$ cat src/rtl/opl2_pkg.sv
`default_nettype none
// ============================================================================
// Package     : opl2_pkg
// Description : Shared constants for the audio output path: DAC sample width,
//               I2S slot/frame geometry, default bit-clock divider and the
//               helper that places a sample in an I2S slot.
// Revision    : 1.0 - initial release
// ============================================================================
package opl2_pkg;

    localparam int DAC_OUTPUT_WIDTH     = 16;
    localparam int I2S_SLOT_WIDTH       = 32;
    localparam int I2S_BCLK_DIV_DEFAULT = 4;
    localparam int I2S_FRAME_BITS       = 2 * I2S_SLOT_WIDTH;

    // Left-justify a sample in a slot; the unused low bits are zero.
    function automatic logic [I2S_SLOT_WIDTH-1:0] i2s_slot_word(
        input logic [DAC_OUTPUT_WIDTH-1:0] smp
    );
        return {smp, {(I2S_SLOT_WIDTH - DAC_OUTPUT_WIDTH){1'b0}}};
    endfunction

endpackage
`default_nettype wire

$ cat src/rtl/i2s_tx_if.sv
`default_nettype none
// ============================================================================
// Interface   : i2s_tx_if
// Description : Sample input strobe/data, flag clear, and the I2S serial
//               outputs plus sticky status flags of i2s_tx.
// Revision    : 1.0 - initial release
// ============================================================================
interface i2s_tx_if;
    import opl2_pkg::*;

    logic                        sample_valid;
    logic [DAC_OUTPUT_WIDTH-1:0] sample;
    logic                        clear_flags;
    logic                        i2s_bclk;
    logic                        i2s_lrclk;
    logic                        i2s_data;
    logic                        overflow;
    logic                        underflow;

    // Sample producer / controller side
    modport master (
        output sample_valid, sample, clear_flags,
        input  i2s_bclk, i2s_lrclk, i2s_data, overflow, underflow
    );

    // Transmitter side
    modport slave (
        input  sample_valid, sample, clear_flags,
        output i2s_bclk, i2s_lrclk, i2s_data, overflow, underflow
    );

endinterface
`default_nettype wire

$ cat src/rtl/i2s_tx_sample_fifo.sv
`default_nettype none
// ============================================================================
// Module      : sample_fifo
// Description : Small synchronous FIFO for audio samples. Read data is the
//               head entry (show-ahead); push and pop may occur together,
//               including while full. Callers must not push when full unless
//               also popping, and must not pop when empty.
// Revision    : 1.0 - initial release
// ============================================================================
module sample_fifo #(
    parameter int DEPTH = 4,
    parameter int WIDTH = 16
) (
    input  logic             clk,
    input  logic             reset,
    input  logic             push,
    input  logic             pop,
    input  logic [WIDTH-1:0] push_data,
    output logic [WIDTH-1:0] data,
    output logic             empty,
    output logic             full
);

    localparam int c_addr_w = $clog2(DEPTH);

    logic [WIDTH-1:0]  r_mem [DEPTH];
    logic [c_addr_w:0] r_wr_ptr;
    logic [c_addr_w:0] r_rd_ptr;

    // Pointers carry one extra wrap bit to tell full from empty.
    assign data  = r_mem[r_rd_ptr[c_addr_w-1:0]];
    assign empty = (r_wr_ptr == r_rd_ptr);
    assign full  = (r_wr_ptr[c_addr_w] != r_rd_ptr[c_addr_w]) &&
                   (r_wr_ptr[c_addr_w-1:0] == r_rd_ptr[c_addr_w-1:0]);

    // Storage write; when full with a pop, this overwrites the slot being read out now.
    always_ff @(posedge clk) begin
        if (push) begin
            r_mem[r_wr_ptr[c_addr_w-1:0]] <= push_data;
        end
    end

    // Pointer advance.
    always_ff @(posedge clk or posedge reset) begin
        if (reset) begin
            r_wr_ptr <= '0;
            r_rd_ptr <= '0;
        end else begin
            if (push) r_wr_ptr <= r_wr_ptr + 1'b1;
            if (pop)  r_rd_ptr <= r_rd_ptr + 1'b1;
        end
    end

endmodule
`default_nettype wire

$ cat src/rtl/i2s_tx.sv
`default_nettype none
// ============================================================================
// Module      : i2s_tx
// Description : Mono Philips-I2S transmitter. Each sample is sent MSB-first,
//               left-justified in both 32-bit slots of a 64-bit frame. A new
//               sample is taken one bit clock before each left-slot MSB; when
//               none is waiting the previous sample repeats.
//               Build option: define I2S_TX_FIFO_EN to buffer samples in a
//               FIFO_DEPTH-entry FIFO; otherwise a single holding register is
//               used and a write while it is full replaces the held sample.
// Revision    : 1.0 - initial release
// ============================================================================
module i2s_tx
    import opl2_pkg::*;
#(
    parameter int BCLK_DIV   = I2S_BCLK_DIV_DEFAULT,
    parameter int FIFO_DEPTH = 4
) (
    input  logic    clk,
    input  logic    reset,
    i2s_tx_if.slave bus
);

    localparam int               c_div_w    = $clog2(BCLK_DIV);
    localparam int               c_cnt_w    = $clog2(I2S_FRAME_BITS);
    localparam logic [c_div_w-1:0] c_div_last = c_div_w'(BCLK_DIV - 1);
    localparam logic [c_cnt_w-1:0] c_right_start = c_cnt_w'(I2S_SLOT_WIDTH);

    if (BCLK_DIV < 2 || FIFO_DEPTH < 2 || (FIFO_DEPTH & (FIFO_DEPTH - 1)) != 0) begin : g_param_check
        $error("i2s_tx: BCLK_DIV must be >= 2 and FIFO_DEPTH a power of two >= 2");
    end

    logic [c_div_w-1:0]          r_div_cnt;
    logic                        r_bclk;
    logic                        r_lrclk;
    logic                        r_data;
    logic [c_cnt_w-1:0]          r_bit_cnt;
    logic [I2S_SLOT_WIDTH-1:0]   r_shift;
    logic [DAC_OUTPUT_WIDTH-1:0] r_last;
    logic                        r_overflow;
    logic                        r_underflow;

    logic                        w_tick;
    logic                        w_fall;
    logic                        w_load;
    logic [c_cnt_w-1:0]          w_bit_next;
    logic                        w_empty;
    logic                        w_pop;
    logic                        w_ovf_set;
    logic                        w_unf_set;
    logic [DAC_OUTPUT_WIDTH-1:0] w_head;
    logic [DAC_OUTPUT_WIDTH-1:0] w_next_sample;

    // Bit timing: a falling BCLK edge advances the bit counter; counter value 0
    // is the last bit of the right slot, which is when the next word is taken.
    assign w_tick        = (r_div_cnt == c_div_last);
    assign w_fall        = w_tick && r_bclk;
    assign w_bit_next    = r_bit_cnt + 1'b1;
    assign w_load        = w_fall && (w_bit_next == '0);
    assign w_pop         = w_load && !w_empty;
    assign w_unf_set     = w_load && w_empty;
    assign w_next_sample = w_empty ? r_last : w_head;

`ifdef I2S_TX_FIFO_EN
    logic w_full;
    logic w_push;

    // A full FIFO still accepts a sample on the cycle it is popped.
    assign w_push    = bus.sample_valid && (!w_full || w_pop);
    assign w_ovf_set = bus.sample_valid && w_full && !w_pop;

    sample_fifo #(
        .DEPTH (FIFO_DEPTH),
        .WIDTH (DAC_OUTPUT_WIDTH)
    ) u_sample_fifo (
        .clk       (clk),
        .reset     (reset),
        .push      (w_push),
        .pop       (w_pop),
        .push_data (bus.sample),
        .data      (w_head),
        .empty     (w_empty),
        .full      (w_full)
    );
`else
    logic [DAC_OUTPUT_WIDTH-1:0] r_hold;
    logic                        r_hold_full;

    assign w_head    = r_hold;
    assign w_empty   = !r_hold_full;
    assign w_ovf_set = bus.sample_valid && r_hold_full && !w_pop;

    // Single-entry holding register; a new write always replaces the content.
    always_ff @(posedge clk or posedge reset) begin
        if (reset) begin
            r_hold      <= '0;
            r_hold_full <= 1'b0;
        end else begin
            if (w_pop) r_hold_full <= 1'b0;
            if (bus.sample_valid) begin
                r_hold      <= bus.sample;
                r_hold_full <= 1'b1;
            end
        end
    end
`endif

    // Bit-clock divider and serializer; data and word select move only on BCLK falls.
    always_ff @(posedge clk or posedge reset) begin
        if (reset) begin
            r_div_cnt <= '0;
            r_bclk    <= 1'b0;
            r_lrclk   <= 1'b1;
            r_data    <= 1'b0;
            r_bit_cnt <= '1;
            r_shift   <= '0;
            r_last    <= '0;
        end else begin
            r_div_cnt <= w_tick ? '0 : r_div_cnt + 1'b1;
            if (w_tick) r_bclk <= ~r_bclk;
            if (w_fall) begin
                r_bit_cnt <= w_bit_next;
                r_lrclk   <= w_bit_next[c_cnt_w-1];
                r_data    <= r_shift[I2S_SLOT_WIDTH-1];
                if (w_load) begin
                    r_shift <= i2s_slot_word(w_next_sample);
                    r_last  <= w_next_sample;
                end else if (w_bit_next == c_right_start) begin
                    r_shift <= i2s_slot_word(r_last);
                end else begin
                    r_shift <= {r_shift[I2S_SLOT_WIDTH-2:0], 1'b0};
                end
            end
        end
    end

    // Sticky status flags; a set event in the same cycle beats a clear.
    always_ff @(posedge clk or posedge reset) begin
        if (reset) begin
            r_overflow  <= 1'b0;
            r_underflow <= 1'b0;
        end else begin
            if (w_ovf_set)            r_overflow  <= 1'b1;
            else if (bus.clear_flags) r_overflow  <= 1'b0;
            if (w_unf_set)            r_underflow <= 1'b1;
            else if (bus.clear_flags) r_underflow <= 1'b0;
        end
    end

    assign bus.i2s_bclk  = r_bclk;
    assign bus.i2s_lrclk = r_lrclk;
    assign bus.i2s_data  = r_data;
    assign bus.overflow  = r_overflow;
    assign bus.underflow = r_underflow;

endmodule
`default_nettype wire
$ cat src/flat_wrapper.sv
// flat-port wrapper written by rule: the top's interface ports become plain ports
module i2s_tx_flat import opl2_pkg::*;
#(
    parameter int BCLK_DIV   = I2S_BCLK_DIV_DEFAULT,
    parameter int FIFO_DEPTH = 4
)
  (clk, reset, bus_sample_valid, bus_sample, bus_clear_flags, bus_i2s_bclk, bus_i2s_lrclk, bus_i2s_data, bus_overflow, bus_underflow);
  i2s_tx_if bus_i ();
  input  logic clk;
  input  logic reset;
  input wire logic [$bits(bus_i.sample_valid)-1:0] bus_sample_valid;
  input wire logic [$bits(bus_i.sample)-1:0] bus_sample;
  input wire logic [$bits(bus_i.clear_flags)-1:0] bus_clear_flags;
  output wire logic [$bits(bus_i.i2s_bclk)-1:0] bus_i2s_bclk;
  output wire logic [$bits(bus_i.i2s_lrclk)-1:0] bus_i2s_lrclk;
  output wire logic [$bits(bus_i.i2s_data)-1:0] bus_i2s_data;
  output wire logic [$bits(bus_i.overflow)-1:0] bus_overflow;
  output wire logic [$bits(bus_i.underflow)-1:0] bus_underflow;
  assign bus_i.sample_valid = bus_sample_valid;
  assign bus_i.sample = bus_sample;
  assign bus_i.clear_flags = bus_clear_flags;
  assign bus_i2s_bclk = bus_i.i2s_bclk;
  assign bus_i2s_lrclk = bus_i.i2s_lrclk;
  assign bus_i2s_data = bus_i.i2s_data;
  assign bus_overflow = bus_i.overflow;
  assign bus_underflow = bus_i.underflow;
  i2s_tx #(.BCLK_DIV(BCLK_DIV), .FIFO_DEPTH(FIFO_DEPTH)) u_core (.clk(clk), .reset(reset), .bus(bus_i));
endmodule
$ cat config.mk
export PLATFORM = sky130hd
export DESIGN_NAME = i2s_tx_flat
export DESIGN_NICKNAME = d
export VERILOG_FILES = /design/src/rtl/opl2_pkg.sv /design/src/rtl/i2s_tx_if.sv /design/src/rtl/i2s_tx_sample_fifo.sv /design/src/rtl/i2s_tx.sv /design/src/flat_wrapper.sv
export SDC_FILE = /design/constraint.sdc
export NUM_CORES = 1
export LEC_CHECK = 0
export CORE_MARGIN = 1.5
export CORE_UTILIZATION = 25
export DETAILED_ROUTE_END_ITERATION = 8
export PLACE_DENSITY = 0.49
export SLEW_MARGIN = 20
export SYNTH_ARGS = -nofsm -noshare
export SYNTH_HDL_FRONTEND = slang
export SYNTH_SLANG_ARGS = --single-unit
$ cat constraint.sdc
create_clock -name clk -period 5.1 [get_ports clk]
set_clock_uncertainty 0.05 [all_clocks]
set_input_delay 1.02 -clock clk [delete_from_list [all_inputs] [get_ports clk]]
set_output_delay 1.02 -clock clk [all_outputs]
set_load 0.05 [all_outputs]
==> impl_summary.log <==
[metrics] result of the run: complete, no violations
[metrics] combined buffer and inverter count along the critical path: 1
[metrics] overall die width: 108 um
[metrics] Core ar.: 10800 um^2
[metrics] DRT antenna net count: 0
[metrics] power per cell area: 315 nW/um^2
[metrics] Max Fanout on Critical Path: 4
[metrics] post-synthesis cell area: 2770 um^2
[metrics] final-report setup violation count: 0
[metrics] overall routing resource usage: 0.0972
[metrics] footprint of the multi-input gates: 1140 um^2
[metrics] # H-tree levels: 3
[metrics] top library cells by usage in the layout, fill and taps aside: 55 x dfrtp_1, 26 x nand2_1, 24 x clkdlybuf4s50_1
[metrics] area taken by flip-flops and latches: 1530 um^2
[metrics] number of buffers inserted for hold repair after clock tree synthesis: 0
[metrics] Hold Slack: 0.381 ns
[metrics] number of design rule violations left after detail routing: 0
[metrics] via count of the first global-routing pass: 1722
[metrics] max-capacitance violation count: 0
[metrics] final-report max-slew violation count: 0
[metrics] total of fill cells in the finished design: 1090
[metrics] Num CTS Buffers: 9
[metrics] Pre-Repair DR Iteration Count: 4
[metrics] GR Util met1: 0.124
[metrics] fraction of met3 tracks used by global routing: 0.0368
[metrics] clock sink count: 61
[metrics] Avg Inst Size Synth: 13.2 um^2
[metrics] largest net degree at the start of global routing: 62
[metrics] family with the most delay on the worst path: buffers and inverters
[metrics] clock tree from TritonCTS: built
[metrics] vias after detailed routing: 1624
[metrics] clock input transition at the sequential cells of the worst setup and hold paths: 0.07 ns
[metrics] delay of the slowest critical-path stage: 0.80 ns
[metrics] die extent in y: 108 um
[metrics] leakage power figure: 0.00144 uW
[metrics] Final Instance Area: 3330 um^2
[metrics] Hold Violations, Final: 0
[metrics] count of cells resized by post-cts repair: 0
[metrics] wire length of the first global-routing pass: 8450 um
[metrics] worst max-slew margin expressed relative to the limit: 0.380
[metrics] area share of the largest cell type after synthesis: 0.498
[metrics] antenna violations before repair: 0
[metrics] Bufs on Longest Clock Path: 2
[metrics] fmax: 361 MHz
[metrics] post-synthesis cell type with the largest combined area: dfrtp_1
[metrics] critical path capture point type: primary output
[metrics] Sum Neg Setup Slack: 0 ns
[metrics] count of different cell masters after synthesis: 33
[metrics] Post-CTS Repair Setup Buffers: 0
[metrics] Top Usage Layer GRT: met2
[metrics] DRT Wirelength: 5010 um
[metrics] part of the cycle the worst path needs: 0.543
[metrics] final core area utilization: 0.308
[metrics] Critical Path RT: 4.03 ns
[metrics] Final nets: 257
[metrics] most common library cell in the layout ignoring fill and taps: dfrtp_1
[metrics] total number of placement rows: 38
[metrics] insertion delay of the later-clocked pin in the worst-skew pair: 0.34 ns
[metrics] CP max stage cell: clkdlybuf4s50_1
[metrics] number of synthesized register bits: 61
[metrics] die area: 11700 um^2
[metrics] worst slew pin tran: 0.930 ns
[metrics] via density per instance: 4.28
[metrics] effective utilization at floorplan: 0.256
[metrics] ratio of cells with drive above 1 in the final layout: 0.293
[metrics] Antenna diodes: 0
[metrics] post-synth net total: 233
[metrics] arrival time of data at the critical path endpoint: 1.70 ns
[metrics] CP Launch Type: flop
[metrics] global-route met2 utilization: 0.147
[metrics] synthesized netlist cell count: 210
[metrics] Remaining Overflow, GRT: 0
[metrics] DR iter-0 viols: 57
[metrics] post-detail-place hpwl: 3020 um
[metrics] Worst IR Drop VDD: 0.000116 V
[metrics] total I/O pin count: 25
[metrics] unrepaired setup endpoints after global routing: false
[metrics] kind of critical path: flop to primary output
[metrics] number of warnings printed during yosys synthesis: 0
[metrics] share of synthesized area occupied by flip-flops and latches: 0.555
[metrics] ranking of synthesized cells by area: dfrtp_1 50%, mux2_2 9.0%, mux2i_1 5.8%
[metrics] Final GP Congestion: 0.673
[metrics] wire per inst: 13.2 um
[metrics] time the worst path needs with I/O delays and setup: 2.77 ns
[metrics] PortBufs: 24
[metrics] Critical Path, Cell by Cell: clkdlybuf4s50_1
[metrics] clock root buffer: clkbuf_8
[metrics] HP Class: flop to flop
[metrics] Area Overhead vs Synth: 20.4%
[metrics] Placement Cell Area: 3100 um^2
==> final timing paths <==
| check | start | to | slack, ns | cells after the start |
|---|---|---|---|---|
| max in group asynchronous | reset | u_core.r_shift[28] | 3.32 | 3 |
| max reg2reg | u_core.r_div_cnt[0] | u_core.r_shift[31] | 2.55 | 4 |
| max | u_core.r_bit_cnt[5] | bus_i2s_lrclk | 2.33 | 1 |
| min | u_core.r_div_cnt[0] | u_core.r_div_cnt[0] | 0.38 | 1 |
| min in group asynchronous | reset | u_core.r_hold[12] | 1.17 | 3 |
| min reg2reg | u_core.r_div_cnt[0] | u_core.r_div_cnt[0] | 0.38 | 1 |
==> power by group <==
| group | switching (uW) | internal, uW |
|---|---|---|
| sequential | 9.80 | 497 |
| combinational | 24.3 | 30.1 |
| clock | 188 | 300 |
| total | 222 | 828 |
==> registers in the layout, summed over array words and instances (netlist names) <==
signal	flops
u_core.r_hold	16
u_core.r_last	16
u_core.r_shift	16
u_core.r_bit_cnt	6
u_core.r_div_cnt	2
u_core.bus.i2s_bclk	1
u_core.bus.i2s_data	1
u_core.bus.overflow	1
u_core.bus.underflow	1
u_core.r_hold_full	1
==> layer usage <==
| layer | routed length, um | share of wire |
|---|---|---|
| met1 | 2480 | 0.49 |
| met2 | 2240 | 0.45 |
| met3 | 192 | 0.038 |
| met4 | 95 | 0.019 |
| met5 | 0 | 0 |
==> synth_stat cells <==
cell and count:
dfrtp_1 55, nand2_1 26, mux2_2 22, nand3_1 17, mux2i_1 16, mux2_4 10, clkbuf_1 8, o211ai_2 8
o211ai_1 7, dfstp_2 6, xnor2_1 4, ha_1 3, nor2_1 3, xor2_1 3, inv_1 2, nand3_2 2
o21ai_1 2, a21o_1 1, a21oi_1 1, a31o_2 1, a32o_1 1, and2_1 1, and2_4 1, and3_2 1
buf_12 1, buf_4 1, buf_6 1, buf_8 1, nand4_1 1, nand4_4 1, nor3_1 1, o2bb2ai_1 1
or3_4 1
==> final cells by class <==
| class | instances | area share |
|---|---|---|
| Clock buffer | 12 | 0.0466 |
| Inverter | 2 | 0.00225 |
| Tap cell | 140 | 0.0526 |
| Sequential cell | 61 | 0.461 |
| Multi-Input combinational cell | 135 | 0.342 |
| Clock inverter | 4 | 0.0210 |
| Timing Repair Buffer | 25 | 0.0744 |
==> cells by family after synthesis <==
kind of cell,synth area share
XOR/XNOR,0.0222
AND/OR/NAND/NOR,0.101
AO/OA/AOI/OAI,0.0733
adder cells (fa/ha/maj),0.0136
multiplexers,0.202
buffers and inverters,0.0330
flip-flops,0.555
==> stage by stage <==
step / cells / setup slack, ns / power [uW]
floorplan: 210 / 2.53 / 546
global placement: 363 / 2.43 / 572
detailed placement: 363 / 2.40 / 573
CTS: 379 / 2.30 / 1070
global route: 379 / 2.23 / 1100
finish: 379 / 2.33 / 1050
Power figures use the tool's default switching activity.
